**src/rtl/if_fetch_unit.sv**
```systemverilog
// if_fetch_unit: instruction-fetch stage; PC, ROM address, IF/ID register, redirect and HALT handling.
// Optional IF_FETCH_CNT_EN adds a saturating fetch_cnt output counting ir loads from ROM.
`default_nettype none

module if_fetch_unit #(
    parameter int            AW         = 8,
    parameter int            DW         = 16,
    parameter logic [AW-1:0] START_ADDR = '0
) (
    input  logic          clock,
    input  logic          reset,
    input  logic          start,
    input  logic          enable,
    input  logic          stall,
    input  logic          br_taken,
    input  logic [AW-1:0] br_target,
    output logic [AW-1:0] i_addr,
    input  logic [DW-1:0] i_datain,
    output logic [DW-1:0] ir,
    output logic [AW-1:0] id_pc,
`ifdef IF_FETCH_CNT_EN
    output logic [15:0]   fetch_cnt,
`endif
    output logic          running,
    output logic          halted
);

    typedef enum logic [1:0] {
        S_IDLE   = 2'd0,
        S_RUN    = 2'd1,
        S_HALTED = 2'd2
    } state_t;

    localparam logic [4:0]    c_OP_HALT = 5'b00001;
    localparam logic [DW-1:0] c_NOP     = '0;

    state_t        r_state;
    logic [AW-1:0] r_pc;
    logic [DW-1:0] r_ir;
    logic [AW-1:0] r_id_pc;
    logic          r_running;
    logic          r_halted;
    logic          w_is_halt;

    assign w_is_halt = (i_datain[DW-1:DW-5] == c_OP_HALT);

    assign i_addr  = r_pc;
    assign ir      = r_ir;
    assign id_pc   = r_id_pc;
    assign running = r_running;
    assign halted  = r_halted;

    always_ff @(posedge clock or negedge reset) begin
        if (!reset) begin
            r_state   <= S_IDLE;
            r_pc      <= START_ADDR;
            r_ir      <= c_NOP;
            r_id_pc   <= '0;
            r_running <= 1'b0;
            r_halted  <= 1'b0;
        end else if (enable) begin
            case (r_state)
                S_IDLE: begin
                    r_ir <= c_NOP;
                    if (start) begin
                        r_state   <= S_RUN;
                        r_pc      <= START_ADDR;
                        r_running <= 1'b1;
                        r_halted  <= 1'b0;
                    end
                end
                S_RUN: begin
                    // Redirect flushes the word fetched this cycle and beats stall/HALT.
                    if (br_taken) begin
                        r_pc    <= br_target;
                        r_ir    <= c_NOP;
                        r_id_pc <= r_pc;
                    end else if (stall) begin
                        r_pc <= r_pc;
                    end else if (w_is_halt) begin
                        r_ir      <= i_datain;
                        r_id_pc   <= r_pc;
                        r_state   <= S_HALTED;
                        r_running <= 1'b0;
                        r_halted  <= 1'b1;
                    end else begin
                        r_ir    <= i_datain;
                        r_id_pc <= r_pc;
                        r_pc    <= r_pc + 1'b1;
                    end
                end
                S_HALTED: begin
                    r_ir <= c_NOP;
                    if (start) begin
                        r_state   <= S_RUN;
                        r_pc      <= START_ADDR;
                        r_running <= 1'b1;
                        r_halted  <= 1'b0;
                    end
                end
                default: begin
                    r_state   <= S_IDLE;
                    r_running <= 1'b0;
                    r_halted  <= 1'b0;
                end
            endcase
        end
    end

`ifdef IF_FETCH_CNT_EN
    logic [15:0] r_fetch_cnt;
    logic        w_load;
    logic        w_start_acc;

    assign w_load      = enable && (r_state == S_RUN) && !br_taken && !stall;
    assign w_start_acc = enable && start && (r_state != S_RUN);
    assign fetch_cnt   = r_fetch_cnt;

    always_ff @(posedge clock or negedge reset) begin
        if (!reset) begin
            r_fetch_cnt <= 16'h0000;
        end else if (w_start_acc) begin
            r_fetch_cnt <= 16'h0000;
        end else if (w_load && (r_fetch_cnt != 16'hFFFF)) begin
            r_fetch_cnt <= r_fetch_cnt + 16'd1;
        end
    end
`endif

endmodule

`default_nettype wire
```
**config.mk**
```make
export PLATFORM = sky130hd
export DESIGN_NAME = if_fetch_unit
export DESIGN_NICKNAME = d
export VERILOG_FILES = /design/src/rtl/if_fetch_unit.sv
export SDC_FILE = /design/constraint.sdc
export NUM_CORES = 1
export LEC_CHECK = 0
export ABC_AREA = 1
export CAP_MARGIN = 20
export CORE_ASPECT_RATIO = 0.75
export CORE_UTILIZATION = 40
export CTS_BUF_LIST = sky130_fd_sc_hd__clkbuf_4 sky130_fd_sc_hd__clkbuf_8 sky130_fd_sc_hd__clkbuf_16
export DETAILED_ROUTE_END_ITERATION = 8
export PLACE_DENSITY = 0.73
export SLEW_MARGIN = 0
export SYNTH_ARGS = -nofsm -noshare
export SYNTH_HDL_FRONTEND = slang
export SYNTH_SLANG_ARGS = --single-unit
```
**constraint.sdc**
```tcl
create_clock -name clock -period 1.3 [get_ports clock]
set_input_delay 0.26 -clock clock [delete_from_list [all_inputs] [get_ports clock]]
set_output_delay 0.26 -clock clock [all_outputs]
set_load 0.1 [all_outputs]
```
==> metrics <==
status complete, but fails checks; failing checks setup timing; final hold vios 0; placed insts 349; Avg Cell Area, Syn 8.19 µm²; pin slew with the least headroom to its limit 391 ps; die width 78.8 µm; CP Capture Type register; Yosys Warn Count 0; top cells by count, synth nand2_1, nand3_1, dfrtp_1, inv_1, nor2_1; 1st-iter DRT viols 115; most used cell, CP nor2_4; total die area 0.00470 mm²; I/O Buffers 63; syn nets 247; DR WL/cell 14.2 µm; row cnt 20; nets ~340; sequential share of the synthesized area 0.495; clock tree sinks 35; Die H 59.6 µm; final worst slack -56.3 ps; CP arrival 1540 ps; number of setup violations in the final report 27; worst-skew pair later-pin latency 300 ps; crit-path cells nor2_4, nand2_2, nor2_4, inv_4, clkbuf_16, nand2_1, o21ai_1; area occupied by multi-input gates 870 µm²; I/O pin count 64; Slew Limit Fails 0; crit share post-route 1.04; crit path max fanout 11; DRT Pass-1 Iters 4; Hold WS 237 ps; GR Overflow Total 0; H-tree depth 2; Post-Syn Area 0.00177 mm²; Reg clk slew, reported paths about 80 ps; FILL cells 263; Inserted Clock Buffers 5; core area 0.00415 mm²; final cell count without fillers 364; clock skew roughly 5.3 ps; crit path time final around 1400 ps; class of the worst hold path in -> reg; dpl hpwl 3.50 mm; most common cell in the netlist nand2_1; drt drc 0; Synth Area in Simple Gates 0.355; xor and xnor fraction of the mapped netlist area 0.00990; clk buf depth 2; Distinct cells, synth 25; mux contribution to synthesized area 0; CP max stage cell dfrtp_4; FF/Latch Area 905 µm²; RSZ-0062 raised after global routing yes; placed inst area 0.00302 mm²; worst stage delay on the critical path about 500 ps; Initial Util 0.426; Tot GR Track Use 0.225; Inserted Diodes 0; vias in the first global route between 1500 and 2000; detailed-route wire length roughly 5.2 mm; Crit path required time 1490 ps; Final Wtd Congestion 0.854; fmax 0.737 GHz; area fraction of the dominant cell type after synthesis 0.495; antenna violations before repair 0; Final Cell Area 0.00332 mm²; Synth Flop Type dfrtp_1; asr flop ratio synth 1.00; share of layout cells above drive strength 1 0.382; Startpoint Class register; max-capacitance violation count 0; first-pass GRT wire length ~7.8 mm; CTS tree yes; synthesized instance count 216; Compound-Gate Fraction of Synth Area 0.0509; Yosys top cell by area dfrtp_1; flops & latches, synth 35; number of synthesized flops with an enable pin 0; Avg Vias per Cell 5.14; Post-Synth Adder-Cell Area 0.00707; synthesis-to-layout area growth 87.9%; via count 1870; antenna-violating nets left 0; critical path class reg -> reg; main combinational cell family by area after synthesis simple AND/OR/NAND/NOR gates; top post-synthesis cells by area dfrtp_1, nand2_1, nand3_1; Rel. slew slack 0.739; largest net degree at the start of global routing 23; clk root buf clkbuf_8
## flip-flops by register name, indices dropped and copies added (netlist names)
signal / cells
i_addr: 8
id_pc: 8
ir: 16
r_state: 2
running: 1
## kinds of logic (layout without fill, tap and decap cells)
family | count (synthesis) | count (layout)
simple gates | 136 | 137
flops | 35 | 35
buf+inv | 27 | 119
compound gates | 15 | 15
xor+xnor | 2 | 2
fa+ha+maj | 1 | 1
## worst max-delay path, delay by kind of cell (launching register included)
| family | cells | cell delay [ps] |
|---|---|---|
| AO/OA/AOI/OAI | 1 | 60 |
| buffers and inverters | 2 | 280 |
| flip-flops | 1 | 500 |
| AND/OR/NAND/NOR | 4 | 410 |
## stage by stage
stage	TNS (ps)	util	setup slack, ps
after floorplan	-3650	-	-135
after global placement	-7340	0.726	-258
after detailed placement	-8300	0.726	-315
after CTS	-86.2	0.768	-44.5
after global routing	-2850	0.800	-120
final	-588	0.800	-56.3
## path summary, 6_finish.rpt
| kind | from | cells past startpoint | to | slack, ps |
|---|---|---|---|---|
| worst min register to register | running | 2 | running | 550 |
| worst max register to register | r_state[1] | 7 | id_pc[3] | -60 |
| min in group asynchronous | reset | 2 | i_addr[6] | 430 |
| worst max-delay path | r_state[1] | 7 | id_pc[3] | -60 |
| worst min-delay path | i_datain[11] | 3 | ir[11] | 240 |
| max in group asynchronous | reset | 3 | ir[0] | 380 |
## layer usage
layer,vias to the layer above,track usage,share of wire
met4,0,0.0899,0.014
li1,881,-,-
met2,74,0.333,0.46
met3,7,0.0585,0.058
met5,-,0,0
met1,908,0.315,0.47
## timing repair
item	in CTS	in global routing
endpoints found under the setup margin	5	37
endpoints found under the hold margin	14	0
hold buffers	1	0
gates cloned	0	2
buffers inserted	2	2
pin swaps	1	10
gates resized for setup	3	30
## cells in the final DEF (no fill, tap or decap), types with 2 or more instances in the layout
cell type / n
nand2_1: 62
nand3_1: 37
buf_12: 37
dfrtp_1: 26
clkdlybuf4s50_1: 22
buf_4: 19
inv_1: 15
nand3_2: 10
nor2_1: 9
dfrtp_4: 7
o21ai_2: 6
o21ai_1: 6
dlymetal6s2s_1: 6
nand2_2: 5
clkbuf_8: 5
nor2_2: 4
buf_6: 4
nor2_4: 3
o21ai_0: 3
inv_2: 2
inv_4: 2
nand4_1: 2
nand2_4: 2
bufinv_16: 2
dfrtp_2: 2
## final cells by class
cell class / count / share of cell area
inverters: 20 / 0.0245
well taps: 55 / 0.0207
clock buffers: 5 / 0.0207
multi-input cells: 155 / 0.262
repair buffers: 91 / 0.380
flip-flops and latches: 35 / 0.272
clock inverters: 3 / 0.0203
Power is not shown: default switching activity piles up to over one toggle a cycle in this logic, so the estimate is an artifact.
